===== src/rtl/ram_sdp_clr_if.sv =====
// ---------------------------------------------------------------------------
// ram_sdp_clr_if
// Bus bundle for the ram_sdp_clr simple-dual-port RAM.
//   master : drives clear request, write port and read port strobes/addresses
//   slave  : returns busy, read data/qualifier and the error pulse
// Signals:
//   clr_req  - single-cycle request to zero the whole memory
//   busy     - clear sweep in progress, ops are dropped
//   wr_en/wr_addr/wr_be/wr_data - write port with byte-lane enables
//   rd_en/rd_addr               - read port request
//   rd_data/rd_valid            - read result and its one-cycle qualifier
//   err      - one-cycle pulse for a dropped or out-of-range op
// ---------------------------------------------------------------------------
interface ram_sdp_clr_if #(
    parameter int DATA_W = 8,
    parameter int ADDR_W = 3
);
    logic                   clr_req;
    logic                   busy;
    logic                   wr_en;
    logic [ADDR_W-1:0]      wr_addr;
    logic [DATA_W/8-1:0]    wr_be;
    logic [DATA_W-1:0]      wr_data;
    logic                   rd_en;
    logic [ADDR_W-1:0]      rd_addr;
    logic [DATA_W-1:0]      rd_data;
    logic                   rd_valid;
    logic                   err;

    modport master (
        output clr_req, wr_en, wr_addr, wr_be, wr_data, rd_en, rd_addr,
        input  busy, rd_data, rd_valid, err
    );

    modport slave (
        input  clr_req, wr_en, wr_addr, wr_be, wr_data, rd_en, rd_addr,
        output busy, rd_data, rd_valid, err
    );
endinterface


===== src/rtl/ram_sdp_clr.sv =====
// ---------------------------------------------------------------------------
// ram_sdp_clr
// Parametrised simple-dual-port synchronous RAM with byte-lane writes,
// 1- or 2-cycle read latency, optional read-during-write forwarding and a
// hardware clear sequencer that zeroes the array after reset or on request.
// Ports:
//   clk    - single rising-edge clock
//   rst_n  - asynchronous active-low reset (restarts the clear sweep)
//   bus    - ram_sdp_clr_if slave modport (clear, write, read, busy, err)
//
// state    | meaning
// ---------+-----------------------------------------------------------
// ST_CLEAR | sweeping mem[clr_ptr] <= 0, one word per cycle; ops dropped
// ST_IDLE  | normal operation; clr_req starts a new sweep
// ---------------------------------------------------------------------------
module ram_sdp_clr #(
    parameter int DATA_W = 8,
    parameter int DEPTH  = 8,
    parameter int ADDR_W = 3,
    parameter int RD_LAT = 1,
    parameter int WR_FWD = 1
) (
    input  logic            clk,
    input  logic            rst_n,
    ram_sdp_clr_if.slave    bus
);

    localparam int                NB      = DATA_W / 8;
    localparam logic [ADDR_W-1:0] LP_LAST = ADDR_W'(DEPTH - 1);

    typedef enum logic {
        ST_CLEAR,
        ST_IDLE
    } state_t;

    state_t              r_state;
    logic [ADDR_W-1:0]   r_clr_ptr;
    logic                r_busy;
    logic                r_err;
    logic [DATA_W-1:0]   r_mem [DEPTH];
    logic [DATA_W-1:0]   r_rd_d1;
    logic                r_rd_v1;

    logic                w_clr_go;
    logic                w_block;
    logic                w_wr_oor;
    logic                w_rd_oor;
    logic                w_wr_ok;
    logic                w_rd_acc;
    logic                w_err_nxt;
    logic [DATA_W-1:0]   w_wr_merge;
    logic [DATA_W-1:0]   w_rd_word;
    logic [DATA_W-1:0]   w_rd_data;
    logic                w_rd_valid;

    // A clear accepted this cycle already blocks ops in the same cycle.
    assign w_clr_go  = (r_state == ST_IDLE) && bus.clr_req;
    assign w_block   = (r_state == ST_CLEAR) || w_clr_go;
    assign w_wr_oor  = (int'(bus.wr_addr) >= DEPTH);
    assign w_rd_oor  = (int'(bus.rd_addr) >= DEPTH);
    assign w_wr_ok   = !w_block && bus.wr_en && !w_wr_oor;
    assign w_rd_acc  = !w_block && bus.rd_en;
    assign w_err_nxt = w_block ? (bus.wr_en || bus.rd_en)
                               : ((bus.wr_en && w_wr_oor) || (bus.rd_en && w_rd_oor));

    // Old word with the enabled lanes replaced; used for both the write and
    // the forwarded read.
    always_comb begin
        w_wr_merge = r_mem[bus.wr_addr];
        for (int i = 0; i < NB; i++) begin
            if (bus.wr_be[i]) begin
                w_wr_merge[8*i +: 8] = bus.wr_data[8*i +: 8];
            end
        end
    end

    always_comb begin
        w_rd_word = r_mem[bus.rd_addr];
        if (w_rd_oor) begin
            w_rd_word = '0;
        end else if ((WR_FWD != 0) && w_wr_ok && (bus.wr_addr == bus.rd_addr)) begin
            w_rd_word = w_wr_merge;
        end
    end

    // Array has no reset; the sweep is what zeroes it.
    always_ff @(posedge clk) begin
        if (r_state == ST_CLEAR) begin
            r_mem[r_clr_ptr] <= '0;
        end else if (w_wr_ok) begin
            r_mem[bus.wr_addr] <= w_wr_merge;
        end
    end

    always_ff @(posedge clk or negedge rst_n) begin
        if (!rst_n) begin
            r_state   <= ST_CLEAR;
            r_clr_ptr <= '0;
            r_busy    <= 1'b1;
        end else begin
            case (r_state)
                ST_CLEAR: begin
                    if (r_clr_ptr == LP_LAST) begin
                        r_state   <= ST_IDLE;
                        r_clr_ptr <= '0;
                        r_busy    <= 1'b0;
                    end else begin
                        r_clr_ptr <= r_clr_ptr + 1'b1;
                    end
                end
                ST_IDLE: begin
                    if (bus.clr_req) begin
                        r_state   <= ST_CLEAR;
                        r_clr_ptr <= '0;
                        r_busy    <= 1'b1;
                    end
                end
                default: begin
                    r_state <= ST_CLEAR;
                    r_busy  <= 1'b1;
                end
            endcase
        end
    end

    always_ff @(posedge clk or negedge rst_n) begin
        if (!rst_n) begin
            r_rd_d1 <= '0;
            r_rd_v1 <= 1'b0;
            r_err   <= 1'b0;
        end else begin
            r_err   <= w_err_nxt;
            r_rd_v1 <= w_rd_acc;
            if (w_rd_acc) begin
                r_rd_d1 <= w_rd_word;
            end
        end
    end

    generate
        if (RD_LAT == 2) begin : g_lat2
            logic [DATA_W-1:0] r_rd_d2;
            logic              r_rd_v2;

            // Second stage is independent of the FSM so in-flight reads
            // still complete when a sweep starts.
            always_ff @(posedge clk or negedge rst_n) begin
                if (!rst_n) begin
                    r_rd_d2 <= '0;
                    r_rd_v2 <= 1'b0;
                end else begin
                    r_rd_v2 <= r_rd_v1;
                    if (r_rd_v1) begin
                        r_rd_d2 <= r_rd_d1;
                    end
                end
            end

            assign w_rd_data  = r_rd_d2;
            assign w_rd_valid = r_rd_v2;
        end else begin : g_lat1
            assign w_rd_data  = r_rd_d1;
            assign w_rd_valid = r_rd_v1;
        end
    endgenerate

    assign bus.busy     = r_busy;
    assign bus.err      = r_err;
    assign bus.rd_data  = w_rd_data;
    assign bus.rd_valid = w_rd_valid;

endmodule


===== src/flat_wrapper.sv =====
// flat-port wrapper written by rule: the top's interface ports become plain ports
module ram_sdp_clr_flat 
#(
    parameter int DATA_W = 8,
    parameter int DEPTH  = 8,
    parameter int ADDR_W = 3,
    parameter int RD_LAT = 1,
    parameter int WR_FWD = 1
)
  (clk, rst_n, bus_clr_req, bus_wr_en, bus_wr_addr, bus_wr_be, bus_wr_data, bus_rd_en, bus_rd_addr, bus_busy, bus_rd_data, bus_rd_valid, bus_err);
  ram_sdp_clr_if #(.DATA_W(DATA_W), .ADDR_W(ADDR_W)) bus_i ();
  input  logic clk;
  input  logic rst_n;
  input wire logic [$bits(bus_i.clr_req)-1:0] bus_clr_req;
  input wire logic [$bits(bus_i.wr_en)-1:0] bus_wr_en;
  input wire logic [$bits(bus_i.wr_addr)-1:0] bus_wr_addr;
  input wire logic [$bits(bus_i.wr_be)-1:0] bus_wr_be;
  input wire logic [$bits(bus_i.wr_data)-1:0] bus_wr_data;
  input wire logic [$bits(bus_i.rd_en)-1:0] bus_rd_en;
  input wire logic [$bits(bus_i.rd_addr)-1:0] bus_rd_addr;
  output wire logic [$bits(bus_i.busy)-1:0] bus_busy;
  output wire logic [$bits(bus_i.rd_data)-1:0] bus_rd_data;
  output wire logic [$bits(bus_i.rd_valid)-1:0] bus_rd_valid;
  output wire logic [$bits(bus_i.err)-1:0] bus_err;
  assign bus_i.clr_req = bus_clr_req;
  assign bus_i.wr_en = bus_wr_en;
  assign bus_i.wr_addr = bus_wr_addr;
  assign bus_i.wr_be = bus_wr_be;
  assign bus_i.wr_data = bus_wr_data;
  assign bus_i.rd_en = bus_rd_en;
  assign bus_i.rd_addr = bus_rd_addr;
  assign bus_busy = bus_i.busy;
  assign bus_rd_data = bus_i.rd_data;
  assign bus_rd_valid = bus_i.rd_valid;
  assign bus_err = bus_i.err;
  ram_sdp_clr #(.DATA_W(DATA_W), .DEPTH(DEPTH), .ADDR_W(ADDR_W), .RD_LAT(RD_LAT), .WR_FWD(WR_FWD)) u_core (.clk(clk), .rst_n(rst_n), .bus(bus_i));
endmodule

===== config.mk =====
export PLATFORM = sky130hd
export DESIGN_NAME = ram_sdp_clr_flat
export DESIGN_NICKNAME = d
export VERILOG_FILES = /design/src/rtl/ram_sdp_clr_if.sv /design/src/rtl/ram_sdp_clr.sv /design/src/flat_wrapper.sv
export SDC_FILE = /design/constraint.sdc
export NUM_CORES = 1
export LEC_CHECK = 0
export CELL_PAD_IN_SITES_DETAIL_PLACEMENT = 1
export CELL_PAD_IN_SITES_GLOBAL_PLACEMENT = 2
export CORE_MARGIN = 2
export CORE_UTILIZATION = 25
export CTS_CLUSTER_SIZE = 8
export DETAILED_ROUTE_END_ITERATION = 6
export GPL_TIMING_DRIVEN = 1
export PLACE_DENSITY = 0.6
export SLEW_MARGIN = 20
export SYNTH_ARGS = -nofsm -noshare
export SYNTH_HDL_FRONTEND = slang
export SYNTH_SLANG_ARGS = --single-unit

===== constraint.sdc =====
create_clock -name clk -period 1.8 [get_ports clk]
set_input_delay 0.27 -clock clk [delete_from_list [all_inputs] [get_ports clk]]
set_output_delay 0.27 -clock clk [all_outputs]
set_load 0.05 [all_outputs]

==> flow_summary.ini <==
[synthesis]
synth_adder_area_share = 0.00639
syn_area_mm2 = 0.00391
yosys-top-cells-area = edfxtp_1, mux2i_1, mux4_2, dfrtp_1, o221ai_2
syn_inst = 268
synth_seq_cells = 79
netlist.area_leader.share = 0.491
synth_compound_area_frac = 0.102
async_reset_ff_frac = 0.190
ys_seq_area_frac = 0.587
synthesis.nets = 290
synth_mux_area_frac = 0.199
synth_top_family_by_area = multiplexers
synth_xor_area_frac = 0.00671
synth_edf_count = 64
synthFlopType = edfxtp_1
synth_simple_gate_area_frac = 0.0639
syn_avg_cell_area_um2 = 14.6
synth_top_area_cell = edfxtp_1
ys_types = 29
yosysWarnings = 0

[drt]
wl_um = 11700
first_iter_violations = 199
drc = 0
dr_total_vias = 2651
drt-vias-per-instance = 4.65
dr.pass1.iters = 4
drtAntennaViolNets = 0
wire_per_inst_um = 20.5

[power_and_ir_drop]
power_leakage_nw = 2.07
p_sw_w = 0.00273
p_comb_frac = 0.362
intPower_w = 0.00515
clockPowerShare = 0.251
seqPwrFrac = 0.387
p_sw_frac = 0.346
power.density_mw_per_mm2 = 1470
ir_drop_v = 0.000641

[global_routing]
grt_max_degree = 27
antenna_found_initial = 0
grt-ovfl-total = 0
first_global_vias = 2836
grt_use_total = 0.150
grt_pass1_wl_um = 17800

[setup_path]
cp-end-kind = flop
cp_max_fo = 5
worst_r2r_path_depth = 7
worstPathRequired_ps = 2060
cp.arrival_ps = 2250
start_kind = flop
worstSetupPathType = flop to flop

[final_layout]
fin_cells = 570
layout-drive-gt1-share = 0.387
antennaDiodeCount = 0
nNetsFinal = 376
syn_to_final_growth_pct = 36.9

[clock_network]
cts-buffers-inserted = 9
cts_root_buf = clkbuf_16
htreeDepth = 3
clock_latency_ps = 350
cts_sinks = 79
clock_path_buffers = 2
cts_tree = yes
path_clk_slew_ps = 60

[die]
ios = 31
die_h_um = 129
core_area_mm2 = 0.0153
initial_core_util = 0.256
die_w_um = 129
rows = 45
dieArea_mm2 = 0.0167

[hold_path]
hp-class = input pin to asynchronous set/reset pin

[placement]
post-place-ws_ps = -564
dp_hpwl_um = 8310
place_congestion = 0.761
placed_cells = 547
io_buffers = 30

[timing]
fin_tns_setup_ps = -2430
post-route-period-util = 1.10
slew_viol_final = 0
hold_ws_ps = 249
fin_worst_skew_ps = 6.37
tightest_slew_ps = 499
setup_viol = 20
fmax_mhz = 503
worst_slack_ps = -187
slew_headroom = 0.666
min_period_ps = 1990
finalHoldViolCount = 0
rsz0062_at_grt = yes

[status]
violations = setup timing
status = complete, but fails checks

[flow_run]
cap_viol_max_count = 0
-- stage by stage --
| stage | cell area (µm²) | utilization | total power [W] |
|---|---|---|---|
| floorplan | 4000 | - | 0.00449 |
| global placement | 4890 | 0.321 | 0.00561 |
| detailed placement | 4890 | 0.321 | 0.00567 |
| CTS | 5300 | 0.348 | 0.00787 |
| global route | 5360 | 0.351 | 0.00829 |
| finish | 5360 | 0.351 | 0.00788 |
-- timing repair --
item	in CTS	in global routing
setup buffers	6	1
pin swaps	3	1
resized for setup	16	7
setup endpoints to repair	128	72
hold buffers	0	0
-- state kept, by name, summed over array words and instances (netlist names) --
name	count
u_core.bus.err	1
u_core.r_clr_ptr	3
u_core.r_state	1
u_core.bus.busy	1
u_core.r_mem	64
u_core.bus.rd_data	8
u_core.bus.rd_valid	1
-- routing by layer --
layer / share of wire / track usage / wire length [µm]
met1: 0.48 / 0.205 / 5610
met2: 0.47 / 0.239 / 5480
met3: 0.040 / 0.0400 / 463
met4: 0.013 / 0.0390 / 150
met5: 0 / 0 / 0
-- worst paths after layout --
kind / slack (ps) / end / start
worst max-delay path: -190 / u_core.bus.rd_data[2] / u_core.r_state
worst min-delay path: 250 / u_core.r_clr_ptr[0] / rst_n
worst max register to register: -190 / u_core.bus.rd_data[2] / u_core.r_state
worst min register to register: 470 / u_core.bus.busy / u_core.bus.busy
max in group asynchronous: 1300 / u_core.bus.busy / rst_n
min in group clk: 470 / u_core.bus.busy / u_core.bus.busy
-- kinds of logic (layout without fill, tap and decap cells) --
kind of cell | Yosys count | in the layout
flip-flops | 79 | 79
multiplexers | 58 | 58
AND/OR/NAND/NOR | 52 | 52
AO/OA/AOI/OAI | 45 | 45
buffers and inverters | 29 | 120
XOR/XNOR | 3 | 3
adder cells (fa/ha/maj) | 2 | 2
-- cell usage in the layout, fill, tap and decap left out, types with 5 or more instances in the layout --
cell | netlist | routed
nor2_1 | 22 | 16
inv_1 | 13 | 12
mux4_2 | 16 | 16
dfrtp_1 | 14 | 14
clkdlybuf4s50_1 | 0 | 18
nand2_1 | 12 | 10
clkbuf_16 | 0 | 9
o311ai_2 | 0 | 8
o22a_1 | 8 | 8
nand2b_1 | 13 | 12
mux2i_1 | 42 | 41
o21ai_0 | 11 | 11
o221ai_2 | 8 | 8
buf_12 | 0 | 5
edfxtp_1 | 64 | 64
buf_4 | 0 | 62
-- worst max-delay path, stage by stage (launching register included) --
cell	delay, ps
dfrtp_1	400
buf_6	110
and3b_4	220
mux2i_2	230
xnor2_1	110
or4_4	510
buf_6	160
o221ai_2	160
-- area by class of cell --
class,count,area (µm²)
tap,211,264
multi-input combinational,160,1630
inverter,13,48.8
timing repair buffer,91,802
fill,1613,9900
sequential,79,2300
clock inverter,6,91.3
clock buffer,10,229
-- synthesized netlist by cell type, drive strengths merged (4+ instances only) --
master,number
o221ai,8
mux2i,42
o22a,8
o311ai,8
nor2,22
mux4,16
nand2,12
clkbuf,5
o21ai,11
a31oi,4
inv,13
nand2b,13
buf,11
dfrtp,14
edfxtp,64
-- power by group through the flow --
stage	Combinational (W)	Sequential [W]	Clock, W
2_1_floorplan	0.00121	0.00328	0
3_3_place_gp	0.00255	0.00306	0
3_5_place_dp	0.00259	0.00308	0
4_1_cts	0.00279	0.00305	0.00203
5_1_grt	0.00308	0.00312	0.00209
6_report	0.00285	0.00305	0.00198
Power figures use the tool's default switching activity.
